File: config.mk
export PLATFORM = sky130hd
export DESIGN_NAME = ulpi_reg_engine_flat
export DESIGN_NICKNAME = d
export VERILOG_FILES = /design/src/rtl/ulpi_reg_engine_if.sv /design/src/rtl/ulpi_reg_engine.sv /design/src/flat_wrapper.sv
export SDC_FILE = /design/constraint.sdc
export NUM_CORES = 1
export LEC_CHECK = 0
export CORE_MARGIN = 2
export CORE_UTILIZATION = 53
export CTS_CLUSTER_SIZE = 12
export DETAILED_ROUTE_END_ITERATION = 8
export MAX_ROUTING_LAYER = met4
export PLACE_DENSITY = 0.92
export SETUP_SLACK_MARGIN = 0.15
export SYNTH_ARGS = -nofsm -noshare
export SYNTH_HDL_FRONTEND = slang
export SYNTH_SLANG_ARGS = --single-unit
export TNS_END_PERCENT = 1
File: constraint.sdc
create_clock -name clk -period 4.3 [get_ports clk]
set_clock_uncertainty 0.2 [all_clocks]
set_input_delay 1.29 -clock clk [delete_from_list [all_inputs] [get_ports clk]]
set_output_delay 1.29 -clock clk [all_outputs]
set_load 0.02 [all_outputs]
File: src/rtl/ulpi_reg_engine_if.sv
// Register-access engine bundle: PHY pad side plus REG_* request/ack side.
// Latency: none (wiring only).
// Backpressure: reqs are level-held until ack; the PHY throttles via nxt and claims the bus via dir.
interface ulpi_reg_engine_if;
    // ULPI pad side
    logic       ulpi_dir;
    logic       ulpi_nxt;
    logic [7:0] ulpi_d_in;
    logic [7:0] ulpi_d_out;
    logic       ulpi_d_oe;
    logic       ulpi_stp;
    // register request side
    logic [5:0] reg_addr;
    logic [7:0] reg_data_write;
    logic       reg_write_req;
    logic       reg_write_ack;
    logic       reg_read_req;
    logic       reg_read_ack;
    logic [7:0] reg_data_read;
    logic       reg_err;
    logic       busy;

    // Environment side: request initiator plus PHY
    modport master (
        output ulpi_dir, ulpi_nxt, ulpi_d_in,
        output reg_addr, reg_data_write, reg_write_req, reg_read_req,
        input  ulpi_d_out, ulpi_d_oe, ulpi_stp,
        input  reg_write_ack, reg_read_ack, reg_data_read, reg_err, busy
    );

    // Engine side
    modport slave (
        input  ulpi_dir, ulpi_nxt, ulpi_d_in,
        input  reg_addr, reg_data_write, reg_write_req, reg_read_req,
        output ulpi_d_out, ulpi_d_oe, ulpi_stp,
        output reg_write_ack, reg_read_ack, reg_data_read, reg_err, busy
    );
endinterface

File: src/rtl/ulpi_reg_engine.sv
// ULPI link-side register engine: turns held write/read reqs into TXCMD register bus cycles.
// Latency: write ack 2 cycles after the TXCMD nxt edge; read ack 2 cycles after the TXCMD nxt edge.
// Backpressure: waits on nxt (with timeout), yields the bus on dir (with bounded retries).
module ulpi_reg_engine #(
    parameter int TIMEOUT = 64,
    parameter int RETRIES = 3
) (
    input  logic              clk,
    input  logic              rst,
    ulpi_reg_engine_if.slave  bus
);

    localparam int NW = $clog2(TIMEOUT);
    localparam int RW = (RETRIES < 1) ? 1 : $clog2(RETRIES + 1);
    localparam logic [NW-1:0] NXT_LAST  = NW'(TIMEOUT - 1);
    localparam logic [RW-1:0] RETRY_MAX = RW'(RETRIES);

    typedef enum logic [3:0] {
        IDLE, WR_CMD, WR_DATA, WR_STP, RD_CMD, RD_TURN, RD_DATA, ABORT, DONE
    } state_t;

    state_t        state;
    logic          is_write;     // access type of the req being served
    logic          abort_low;    // dir seen low in ABORT; next cycle is the idle gap
    logic          drive_r;
    logic [7:0]    d_out;
    logic          stp;
    logic          write_ack;
    logic          read_ack;
    logic          err;
    logic [7:0]    data_read;
    logic [NW-1:0] nxt_cnt;
    logic [RW-1:0] retry_cnt;

    // TXCMD byte for a register write (10) or read (11)
    function automatic logic [7:0] txcmd(input logic wr, input logic [5:0] addr);
        return {1'b1, ~wr, addr};
    endfunction

    // Main access FSM; every pad and handshake output is a flop
    always_ff @(posedge clk or posedge rst) begin
        if (rst) begin
            state     <= IDLE;
            is_write  <= 1'b0;
            abort_low <= 1'b0;
            drive_r   <= 1'b0;
            d_out     <= 8'h00;
            stp       <= 1'b0;
            write_ack <= 1'b0;
            read_ack  <= 1'b0;
            err       <= 1'b0;
            data_read <= 8'h00;
            nxt_cnt   <= '0;
            retry_cnt <= '0;
        end else begin
            write_ack <= 1'b0;
            read_ack  <= 1'b0;
            err       <= 1'b0;
            case (state)
                IDLE: begin
                    if (!bus.ulpi_dir && (bus.reg_write_req || bus.reg_read_req)) begin
                        is_write  <= bus.reg_write_req;
                        retry_cnt <= '0;
                        nxt_cnt   <= '0;
                        drive_r   <= 1'b1;
                        d_out     <= txcmd(bus.reg_write_req, bus.reg_addr);
                        state     <= bus.reg_write_req ? WR_CMD : RD_CMD;
                    end
                end
                WR_CMD, RD_CMD: begin
                    if (bus.ulpi_dir) begin
                        // PHY took the bus: back off and retry later
                        drive_r   <= 1'b0;
                        d_out     <= 8'h00;
                        abort_low <= 1'b0;
                        state     <= ABORT;
                    end else if (bus.ulpi_nxt) begin
                        if (state == WR_CMD) begin
                            d_out <= bus.reg_data_write;
                            state <= WR_DATA;
                        end else begin
                            drive_r <= 1'b0;
                            d_out   <= 8'h00;
                            state   <= RD_TURN;
                        end
                    end else if (nxt_cnt == NXT_LAST) begin
                        // PHY never accepted the TXCMD: fail the access
                        drive_r <= 1'b0;
                        d_out   <= 8'h00;
                        err     <= 1'b1;
                        if (is_write) write_ack <= 1'b1;
                        else          read_ack  <= 1'b1;
                        state   <= DONE;
                    end else begin
                        nxt_cnt <= nxt_cnt + 1'b1;
                    end
                end
                WR_DATA: begin
                    if (bus.ulpi_dir) begin
                        drive_r   <= 1'b0;
                        d_out     <= 8'h00;
                        abort_low <= 1'b0;
                        state     <= ABORT;
                    end else if (bus.ulpi_nxt) begin
                        stp   <= 1'b1;
                        d_out <= 8'h00;
                        state <= WR_STP;
                    end
                end
                WR_STP: begin
                    stp       <= 1'b0;
                    drive_r   <= 1'b0;
                    write_ack <= 1'b1;
                    state     <= DONE;
                end
                RD_TURN: begin
                    state <= RD_DATA;
                end
                RD_DATA: begin
                    if (bus.ulpi_dir && !bus.ulpi_nxt) begin
                        data_read <= bus.ulpi_d_in;
                        read_ack  <= 1'b1;
                        state     <= DONE;
                    end else begin
                        // PHY receive preempted the read, or it never turned around
                        abort_low <= 1'b0;
                        state     <= ABORT;
                    end
                end
                ABORT: begin
                    if (!abort_low) begin
                        if (!bus.ulpi_dir) abort_low <= 1'b1;
                    end else begin
                        abort_low <= 1'b0;
                        if (retry_cnt == RETRY_MAX) begin
                            err <= 1'b1;
                            if (is_write) write_ack <= 1'b1;
                            else          read_ack  <= 1'b1;
                            state <= DONE;
                        end else begin
                            retry_cnt <= retry_cnt + 1'b1;
                            nxt_cnt   <= '0;
                            drive_r   <= 1'b1;
                            d_out     <= txcmd(is_write, bus.reg_addr);
                            state     <= is_write ? WR_CMD : RD_CMD;
                        end
                    end
                end
                DONE: begin
                    // one ack per req assertion: wait for the served req to drop
                    if (is_write ? !bus.reg_write_req : !bus.reg_read_req) state <= IDLE;
                end
                default: state <= IDLE;
            endcase
        end
    end

    // Output drive is released combinationally the moment the PHY raises dir
    assign bus.ulpi_d_oe     = drive_r & ~bus.ulpi_dir;
    assign bus.ulpi_d_out    = d_out;
    assign bus.ulpi_stp      = stp;
    assign bus.reg_write_ack = write_ack;
    assign bus.reg_read_ack  = read_ack;
    assign bus.reg_err       = err;
    assign bus.reg_data_read = data_read;
    assign bus.busy          = (state != IDLE);

endmodule

File: src/flat_wrapper.sv
// flat-port wrapper written by rule: the top's interface ports become plain ports
module ulpi_reg_engine_flat 
#(
    parameter int TIMEOUT = 64,
    parameter int RETRIES = 3
)
  (clk, rst, bus_ulpi_dir, bus_ulpi_nxt, bus_ulpi_d_in, bus_reg_addr, bus_reg_data_write, bus_reg_write_req, bus_reg_read_req, bus_ulpi_d_out, bus_ulpi_d_oe, bus_ulpi_stp, bus_reg_write_ack, bus_reg_read_ack, bus_reg_data_read, bus_reg_err, bus_busy);
  ulpi_reg_engine_if bus_i ();
  input  logic clk;
  input  logic rst;
  input wire logic [$bits(bus_i.ulpi_dir)-1:0] bus_ulpi_dir;
  input wire logic [$bits(bus_i.ulpi_nxt)-1:0] bus_ulpi_nxt;
  input wire logic [$bits(bus_i.ulpi_d_in)-1:0] bus_ulpi_d_in;
  input wire logic [$bits(bus_i.reg_addr)-1:0] bus_reg_addr;
  input wire logic [$bits(bus_i.reg_data_write)-1:0] bus_reg_data_write;
  input wire logic [$bits(bus_i.reg_write_req)-1:0] bus_reg_write_req;
  input wire logic [$bits(bus_i.reg_read_req)-1:0] bus_reg_read_req;
  output wire logic [$bits(bus_i.ulpi_d_out)-1:0] bus_ulpi_d_out;
  output wire logic [$bits(bus_i.ulpi_d_oe)-1:0] bus_ulpi_d_oe;
  output wire logic [$bits(bus_i.ulpi_stp)-1:0] bus_ulpi_stp;
  output wire logic [$bits(bus_i.reg_write_ack)-1:0] bus_reg_write_ack;
  output wire logic [$bits(bus_i.reg_read_ack)-1:0] bus_reg_read_ack;
  output wire logic [$bits(bus_i.reg_data_read)-1:0] bus_reg_data_read;
  output wire logic [$bits(bus_i.reg_err)-1:0] bus_reg_err;
  output wire logic [$bits(bus_i.busy)-1:0] bus_busy;
  assign bus_i.ulpi_dir = bus_ulpi_dir;
  assign bus_i.ulpi_nxt = bus_ulpi_nxt;
  assign bus_i.ulpi_d_in = bus_ulpi_d_in;
  assign bus_i.reg_addr = bus_reg_addr;
  assign bus_i.reg_data_write = bus_reg_data_write;
  assign bus_i.reg_write_req = bus_reg_write_req;
  assign bus_i.reg_read_req = bus_reg_read_req;
  assign bus_ulpi_d_out = bus_i.ulpi_d_out;
  assign bus_ulpi_d_oe = bus_i.ulpi_d_oe;
  assign bus_ulpi_stp = bus_i.ulpi_stp;
  assign bus_reg_write_ack = bus_i.reg_write_ack;
  assign bus_reg_read_ack = bus_i.reg_read_ack;
  assign bus_reg_data_read = bus_i.reg_data_read;
  assign bus_reg_err = bus_i.reg_err;
  assign bus_busy = bus_i.busy;
  ulpi_reg_engine #(.TIMEOUT(TIMEOUT), .RETRIES(RETRIES)) u_core (.clk(clk), .rst(rst), .bus(bus_i));
endmodule
==> results.md, run 1 <==
* Routed len/inst at 15.8 um
* Gr ovfl total at 0
* Layout cells sized above 1 at 13.5%
* Vias in the first global route at about 1600
* Finished Layout Cells at 300
* Clock Path Buffers at 2
* Asr flop ratio synth at 100%
* # DRC at 0
* Layout Nets at roughly 280
* H-tree Lvls at 2
* Final slew viol count at 0
* Clock tree sinks at 35
* Placed insts at 292
* Number of library cell types mapped by synthesis at 49
* Setup TNS at 0 ns
* Top_reg_cell synth: dfrtp_1
* Yosys Warn Count at 0
* Largest net degree at the start of global routing at 36
* Syn Std Cell Area at 1990 um^2
* First-pass GRT wire length at 7750 um
* Post-synthesis compound-gate area fraction at 18.9%
* Xor/xnor share of the synthesized area at 1.70%
* Clk Latency, worst-skew pair at 0.29 ns
* Synthesized Nets at around 240
* First-pass DRT Iterations at 4
* Core Area at roughly 3600 um^2
* Yosys reg bits at 35
* Post-Synth Adder-Cell Area at 1.26%
* PwrDens at 760 nW/um^2
* Slew HR at 48.1%
* CP Class: input pin to output pin
* Root buf cell: clkbuf_8
* Slew @ Worst Pin at 0.778 ns
* Mapped Cells at just over 200
* Post-synth top cells: 35 x dfrtp_1, 21 x nor2_1, 18 x mux2_2
* ANT cells at 0
* EDFF count, synth at 0
* Most frequent cell after synthesis: dfrtp_1
* Minimum clock period at 3.92 ns
* Top cell type by total area after synthesis: dfrtp_1
* Initial antenna violation count at 0
* Status: complete, no violations
* Post-CTS Resized at 0
* Hold Path Class: flip-flop to flip-flop
* Setup Buffers After CTS at 0
* DR vias/cell at 5.88
* Cts hold-fix bufs at 0
* Mux cell area share after synthesis at 11.2%
* Crit path DAT at 2.43 ns
* DR iter-0 viols at 158
* Post-synthesis sequential area ratio at 44.0%
* Die Width at between 60 and 70 um
* DRT Wirelength at 4730 um
* Worst setup margin at slightly below 0.4 ns
* F_max at 0.255 GHz
* Hold path depth at 1
* IO Pins at 50
* Top-area cell type share of the netlist area at 44.0%
* Simple-Gate Fraction of Synth Area at 18.2%
* Rows at 22
* Die area at 4260 um^2
* Initial core utilization at ~55%
* CP endpoint kind: output pin
* Max-cap violations at 0
* TritonCTS clock tree: built
* Cell leakage power at 0.00107 uW
* Synth Area per Inst at 9.66 um^2
* Syn-to-layout area delta at 30.0%
* Max VDD drop at between 0.0003 and 0.0004 V
* Fin crit share at 91.1%
* Routed Antenna Nets at 0
* Final HPWL DP at 3320 um
* Setup crit start kind: input pin
* Top post-synthesis cells by area: dfrtp_1 44%, mux2_2 10%, nor2_1 4.0%
* Critical path fanouts, max at 2
* GPL Wtd Cong at 0.929
* IO buf count at approximately 50
* Gr usage total at 24.6%
* Reg2Reg Depth at 4
* Critical Path RT at approximately 2.8 ns
* Total number of vias at 1764
* Clock Pin Slew Worst Setup and Hold Paths at 0.07 ns
* Final setup viols at 0
* RSZ-0062 raised after global routing: no
* Largest family of logic cells by synthesized area: compound AO/OA/AOI/OAI gates
* CTS Buf Count at 5
* Hold Vio Cnt, Final at 0
* Die height at 65.3 um
* Worst slack at placement at 0.372 ns
## cells by family (layout without fill, tap and decap cells)
| kind of cell | after synthesis | in the layout |
|---|---|---|
| mux | 20 | 20 |
| simple gates | 70 | 70 |
| flops | 35 | 35 |
| compound gates | 55 | 55 |
| xor+xnor | 3 | 3 |
| buf+inv | 21 | 67 |
| fa+ha+maj | 2 | 2 |
## cells in the final DEF, fill, tap and decap left out, types with 4 or more instances in the layout
master           netlist  routed
clkdlybuf4s50_1        0      49
mux2_2                18      18
inv_1                  5       5
dfrtp_1               35      35
nor2_1                21      21
clkbuf_8               0       5
a21oi_1                8       8
nor2b_1                4       4
nand2_1               15      15
o21ai_0               11      11
nand3_1                5       5
nor3_1                 9       9
a22o_1                 8       8
a31oi_1                9       9
buf_4                  0       5
## worst max-delay path: stages
cell	delay (ns)
clkdlybuf4s50_1	0.44
nor2_1	0.09
clkdlybuf4s50_1	0.60
## report_power, final
| part | switching [uW] | internal (uW) |
|---|---|---|
| sequential | 101 | 472 |
| clock | 120 | 113 |
| combinational | 614 | 546 |
## through the flow
| stage | util [%] | hold WS (ns) | total power [uW] | area (um^2) |
|---|---|---|---|---|
| 6_report | 71.2 | 0.301 | 1970 | 2590 |
| 5_1_grt | 71.2 | 0.330 | 2100 | 2590 |
| 4_1_cts | 71.2 | 0.309 | 1970 | 2590 |
| 3_5_place_dp | 68.9 | 0.296 | 1730 | 2500 |
| 3_3_place_gp | 68.9 | 0.275 | 1690 | 2500 |
| 2_1_floorplan | - | 0.250 | 1380 | 1990 |
## sequential cells by signal, indices dropped and copies added (netlist names)
| signal | flops |
|---|---|
| u_core.bus.reg_write_ack | 1 |
| u_core.bus.reg_err | 1 |
| u_core.bus.reg_read_ack | 1 |
| u_core.is_write | 1 |
| u_core.retry_cnt | 2 |
| u_core.nxt_cnt | 6 |
| u_core.bus.reg_data_read | 8 |
| u_core.state | 4 |
| u_core.drive_r | 1 |
| u_core.bus.ulpi_d_out | 8 |
| u_core.bus.ulpi_stp | 1 |
| u_core.abort_low | 1 |
## per-layer routing
metal | share of wire (%) | vias to the layer above | global-route usage (%)
met2 | 48 | 60 | 37.2
met4 | 2.2 | 0 | 10.4
li1 | - | 839 | -
met3 | 6.7 | 13 | 5.99
met1 | 43 | 852 | 31.7
met5 | 0 | - | -
## final cells by class
type	instances	area, um^2
well taps	48	60.1
clock buffers	6	72.6
inverters	5	18.8
clock inverters	2	12.5
multi-input cells	150	1020
fillers	290	1050
flip-flops and latches	35	876
repair buffers	54	528
## final timing paths
| check | start | slack [ns] | to |
|---|---|---|---|
| setup / recovery | bus_ulpi_dir | 0.38 | bus_ulpi_d_oe |
| hold / removal | u_core.retry_cnt[0]$_DFFE_PP0P_ | 0.30 | u_core.retry_cnt[0]$_DFFE_PP0P_ |
| setup reg to reg | u_core.state[3]$_DFFE_PP0P_ | 1.60 | u_core.bus.ulpi_d_out[3]$_DFFE_PP0P_ |
| hold reg to reg | u_core.retry_cnt[0]$_DFFE_PP0P_ | 0.30 | u_core.retry_cnt[0]$_DFFE_PP0P_ |
| max in group asynchronous | rst | 2.39 | u_core.bus.ulpi_stp$_DFFE_PP0P_ |
| min in group asynchronous | rst | 1.20 | u_core.nxt_cnt[4]$_DFFE_PP0P_ |
Power figures use the tool's default switching activity.
==> inputs of run 2 (changes only) <==
--- a/config.mk
+++ b/config.mk
@@ -5,7 +5,6 @@
 export SDC_FILE = /design/constraint.sdc
 export NUM_CORES = 1
 export LEC_CHECK = 0
-export CORE_MARGIN = 2
 export CORE_UTILIZATION = 53
 export CTS_CLUSTER_SIZE = 12
 export DETAILED_ROUTE_END_ITERATION = 8
==> run 2 against run 1 <==
Cell area increased by 0.92%. Maximum frequency increased by 0.49%. Worst setup slack improved by 0.019 ns. Highest routed layer unchanged. Clock power increased by 15%. Critical endpoint unchanged.
==> results.md, run 2 (synthesized netlist as in run 1, its figures left out) <==
* Layout Nets at 282
* Die Width at 63.3 um
* Routed Antenna Nets at 0
* Critical path fanouts, max at 2
* Status: complete, no violations
* Cell leakage power at 0.00108 uW
* Fin crit share at approximately nine tenths
* Final slew viol count at 0
* Total number of vias at 1797
* Core Area at 3470 um^2
* Most common cell after layout, fill and taps aside: clkdlybuf4s50_1
* First-pass GRT wire length at 8180 um
* Slew @ Worst Pin at 0.754 ns
* Clock share of power at 13.2%
* Routed len/inst at roughly 16 um
* Layout cells sized above 1 at about 14%
* Multi-input logic area at a little over 1000 um^2
* Clk Latency, worst-skew pair at between 0.2 and 0.3 ns
* Root buf cell: clkbuf_8
* Die area at 4000 um^2
* Sw frac at 42.3%
* Hold Path Class: flip-flop to flip-flop
* Slowest CP cell: clkdlybuf4s50_1
* TritonCTS clock tree: built
* F_max at 0.257 GHz
* Vias in the first global route at approximately 1700
* DR iter-0 viols at 105
* Cts hold-fix bufs at 0
* GPL Wtd Cong at around 0.92
* CTS Buf Count at 5
* # DRC at 0
* Gr ovfl total at 0
* Worst setup margin at about 0.40 ns
* Rows at 21
* PwrDens at 776 nW/um^2
* Clock Pin Slew Worst Setup and Hold Paths at 0.07 ns
* DRT Wirelength at 4900 um
* H-tree Lvls at 2
* Initial antenna violation count at 0
* Crit path DAT at around 2.4 ns
* Largest net degree at the start of global routing at 36
* Max-cap violations at 0
* Combinational share of power at 59.0%
* Setup crit start kind: input pin
* Max VDD drop at ~0.00042 V
* CP endpoint kind: output pin
* Setup TNS at 0 ns
* DR vias/cell at 6.01
* Int Power at 1170 uW
* Hold Vio Cnt, Final at 0
* Worst slack at placement at 0.416 ns
* Most used cell, CP: clkdlybuf4s50_1
* Hold WS at 0.287 ns
* IO Pins at 50
* CP Cell Sequence: clkdlybuf4s50_1, nor2_1, clkdlybuf4s50_1
* Initial core utilization at a little under three fifths
* Die height at about 63 um
* Placed instance area at 2510 um^2
* RSZ-0062 raised after global routing: no
* Crit path buf inv count at 2
* Critical Path RT at around 2.8 ns
* Slew HR at 49.2%
* Fin area at 2610 um^2
* Top Family by Delay on Critical Path: buffers and inverters
* Gr usage total at 27.5%
* Minimum clock period at 3.90 ns
* Syn-to-layout area delta at 31.2%
* CP Class: input pin to output pin
* Net Sw Power at 858 uW
* Final setup viols at 0
* Most frequent cells in the layout: 49 x clkdlybuf4s50_1, 35 x dfrtp_1, 21 x nor2_1, 18 x mux2_2, 15 x nand2_1
* FF+latch area at 876 um^2
* IO buf count at between 40 and 50
* Post-CTS Resized at 0
* First-pass DRT Iterations at 4
* Fill cell count at 252
* Sequential Power Share at 27.8%
* CP max stage delay at 0.61 ns
* ANT cells at 0
* Final HPWL DP at 3410 um
* Setup Buffers After CTS at 0
* Clock tree sinks at 35
* Clock Path Buffers at 2
-- run 2: changes by cell type in the layout (fill, tap and decap cells not counted) --
| cell | change |
|---|---|
| clkbuf_1 | -1 |
| buf_4 | +1 |
| clkinv_2 | -1 |
| clkbuf_8 | +2 |
-- run 2: power by group through the flow --
stage	logic (uW)	clock network, uW	registers [uW]
detailed placement	1180	0	566
CTS	1190	273	562
floorplan	742	0	640
global placement	1140	0	556
global route	1290	287	583
finish	1190	268	563
-- run 2: final timing paths --
kind | cells after the start | to | startpoint | slack [ns]
min reg2reg | 1 | u_core.retry_cnt[0]$_DFFE_PP0P_ | u_core.retry_cnt[0]$_DFFE_PP0P_ | 0.29
min | 1 | u_core.retry_cnt[0]$_DFFE_PP0P_ | u_core.retry_cnt[0]$_DFFE_PP0P_ | 0.29
max reg2reg | 5 | u_core.state[0]$_DFFE_PP0P_ | u_core.state[3]$_DFFE_PP0P_ | 1.68
min in group asynchronous | 3 | u_core.bus.reg_read_ack$_DFF_PP0_ | rst | 1.20
max in group asynchronous | 3 | u_core.is_write$_DFFE_PP0P_ | rst | 2.38
max | 3 | bus_ulpi_d_oe | bus_ulpi_dir | 0.40
-- run 2: area by class of cell --
cell class                 instances  area share (%)
clock buffer                       7            3.69
timing repair buffer              55            20.5
tap                               46            2.20
clock inverter                     1           0.287
inverter                           5           0.719
multi-input combinational        150            39.1
sequential                        35            33.5
-- run 2: stage by stage --
stage	power [uW]	cells	util [%]
finish	2030	299	75.3
detailed placement	1740	291	72.3
floorplan	1380	206	-
global route	2160	299	75.3
global placement	1690	291	72.3
CTS	2020	299	75.3
-- run 2: layer usage --
layer  share of wire (%)  track usage [%]  up-vias
met5                   0                -        -
li1                    -                -      849
met2                  50             41.7       81
met1                  41             35.3      852
met4                 2.7             12.8        0
met3                 6.4             5.62       15
==> inputs of run 3 (changes only) <==
--- a/config.mk
+++ b/config.mk
@@ -5,12 +5,13 @@
 export SDC_FILE = /design/constraint.sdc
 export NUM_CORES = 1
 export LEC_CHECK = 0
-export CORE_UTILIZATION = 53
+export CORE_UTILIZATION = 44
 export CTS_CLUSTER_SIZE = 12
 export DETAILED_ROUTE_END_ITERATION = 8
 export MAX_ROUTING_LAYER = met4
-export PLACE_DENSITY = 0.92
+export PLACE_DENSITY = 0.83
 export SETUP_SLACK_MARGIN = 0.15
+export SLEW_MARGIN = 0
 export SYNTH_ARGS = -nofsm -noshare
 export SYNTH_HDL_FRONTEND = slang
 export SYNTH_SLANG_ARGS = --single-unit
==> constraint.sdc (replaced) <==
create_clock -name clk -period 3.3 [get_ports clk]
set_clock_uncertainty 0.2 [all_clocks]
set_input_delay 0.99 -clock clk [delete_from_list [all_inputs] [get_ports clk]]
set_output_delay 0.99 -clock clk [all_outputs]
set_load 0.02 [all_outputs]
==> run 3 against run 2 <==
Utilization fell by 14 points. Sequential share of layout area is 0.85 points lower. Clock-buffer cell count decreased by 2. Global-route usage is 4.9 points lower. Die area increased by 20%. Sequential cell count unchanged. Register-to-register slack lost 0.76 ns. Critical path depth unchanged. Sequential power rose by 30%. Via count is 0.95% lower. Critical endpoint unchanged. Largest power group unchanged. Highest routed layer unchanged.
==> results.md, run 3 (synthesized netlist as in run 1, its figures left out) <==
* ANT cells at 0
* Routed len/inst at 15.3 um
* Clk Latency, worst-skew pair at roughly 0.30 ns
* DR iter-0 viols at 150
* Largest net degree at the start of global routing at 36
* PwrDens at ~1000 nW/um^2
* CP endpoint kind: output pin
* F_max at 0.322 GHz
* GPL Wtd Cong at between 0.9 and 1
* Final setup viols at 0
* Final Util at about three fifths
* CP max stage delay at around 0.47 ns
* Routed Antenna Nets at 0
* Gr ovfl total at 0
* Slowest CP cell: clkdlybuf4s50_1
* Most common cell after layout, fill and taps aside: clkdlybuf4s50_1
* Crit path DAT at 1.92 ns
* CTS Buf Count at 5
* Clock Path Buffers at 2
* Fin crit share at 94.1%
* Status: complete, no violations
* Core Area at between 4000 and 5000 um^2
* Setup TNS at 0 ns
* Setup crit start kind: input pin
* IO buf count at 49
* CP Class: input pin to output pin
* Hold Path Class: flip-flop to flip-flop
* Die area at 4800 um^2
* Multi-input logic area at 1020 um^2
* Initial core utilization at 45.7%
* Clock tree sinks at 35
* Die height at between 60 and 70 um
* FF+latch area at 876 um^2
* DRT Wirelength at 4830 um
* Worst slack at placement at -0.0762 ns
* Gr usage total at 22.5%
* RSZ-0062 raised after global routing: no
* Max-cap violations at 0
* Hold Vio Cnt, Final at 0
* Die Width at about 70 um
* Fill cell count at ~360
* Initial antenna violation count at 0
* First-pass GRT wire length at between 8000 and 9000 um
* Final slew viol count at 0
* CP Cell Sequence: clkdlybuf4s50_1, nor2_1, dlygate4sd2_1
* TritonCTS clock tree: built
* H-tree Lvls at 2
* Setup Buffers After CTS at 0
* Syn-to-layout area delta at 34.6%
* Vias in the first global route at approximately 1700
* Cell leakage power at 0.00113 uW
* First-pass DRT Iterations at 4
* Most frequent cells in the layout: 48 x clkdlybuf4s50_1, 35 x dfrtp_1, 21 x nor2_1, 18 x mux2_2, 16 x buf_4
* Layout Nets at 292
* Minimum clock period at 3.11 ns
* Finished Layout Cells at between 300 and 400
* Max VDD drop at 0.000605 V
* Critical path fanouts, max at 2
* Placed insts at between 300 and 400
* DR vias/cell at about 5.7
* Worst setup margin at 0.194 ns
* Layout cells sized above 1 at 17.5%
* Critical Path RT at 2.11 ns
* Final HPWL DP at between 3000 and 4000 um
* Hold WS at 0.294 ns
* Root buf cell: clkbuf_8
* # DRC at 0
* Total number of vias at 1780
* Slew HR at 55.1%
* IO Pins at 50
* Rows at 24
* Clock Pin Slew Worst Setup and Hold Paths at 0.07 ns
* Slew @ Worst Pin at roughly 0.67 ns
[run 3: cell types whose count changed in the layout (fill, tap and decap cells not counted), sizes merged]
| cell | delta |
|---|---|
| buf | +10 |
| clkbuf | -2 |
| clkdlybuf4s50 | -1 |
| clkinv | +1 |
| clkinvlp | +1 |
| dlygate4sd2 | +1 |
[run 3: per-layer routing]
layer / global-route usage [%] / part of all wire, % / vias to the layer above
met1: 29.6 / 45 / 846
met3: 4.94 / 5.2 / 8
met4: 7.94 / 1.9 / 0
li1: - / - / 871
met5: - / 0 / -
met2: 34.5 / 48 / 55
[run 3: repair_timing]
| action | CTS | global route |
|---|---|---|
| setup endpoints to repair | 1 | 1 |
| hold buffers | 0 | 0 |
| resized for setup | 1 | 1 |
[run 3: critical path: cells and delay by family]
family / cells / cell delay [ns]
and+or+nand+nor: 1 / 0.12
buffers and inverters: 2 / 0.81
[run 3: power breakdown]
part           total, uW  switching (uW)  internal [uW]
clock                315             169            147
sequential           733             118            615
combinational       1620             835            784
[run 3: final timing paths]
check,startpoint,end,slack [ns],depth (start not counted)
max,bus_ulpi_dir,bus_ulpi_d_oe,0.19,3
min,u_core.nxt_cnt[5]$_DFFE_PP0P_,u_core.nxt_cnt[5]$_DFFE_PP0P_,0.29,1
max reg2reg,u_core.state[1]$_DFFE_PP0P_,u_core.bus.ulpi_d_out[4]$_DFFE_PP0P_,0.92,7
min reg2reg,u_core.nxt_cnt[5]$_DFFE_PP0P_,u_core.nxt_cnt[5]$_DFFE_PP0P_,0.29,1
max in group asynchronous,rst,u_core.nxt_cnt[1]$_DFFE_PP0P_,1.69,3
min in group asynchronous,rst,u_core.bus.ulpi_d_out[0]$_DFFE_PP0P_,0.89,3
[run 3: final cells by class]
class	count	share of cell area [%]
tap	52	2.43
multi-input combinational	150	38.1
sequential	35	32.7
clock buffer	5	2.57
timing repair buffer	65	22.7
inverter	5	0.701
clock inverter	3	0.747
[run 3: per-stage QoR]
stage | total power (uW) | instance area [um^2]
floorplan | 1800 | 1990
global placement | 2300 | 2590
detailed placement | 2350 | 2590
CTS | 2680 | 2680
global route | 2860 | 2680
finish | 2670 | 2680
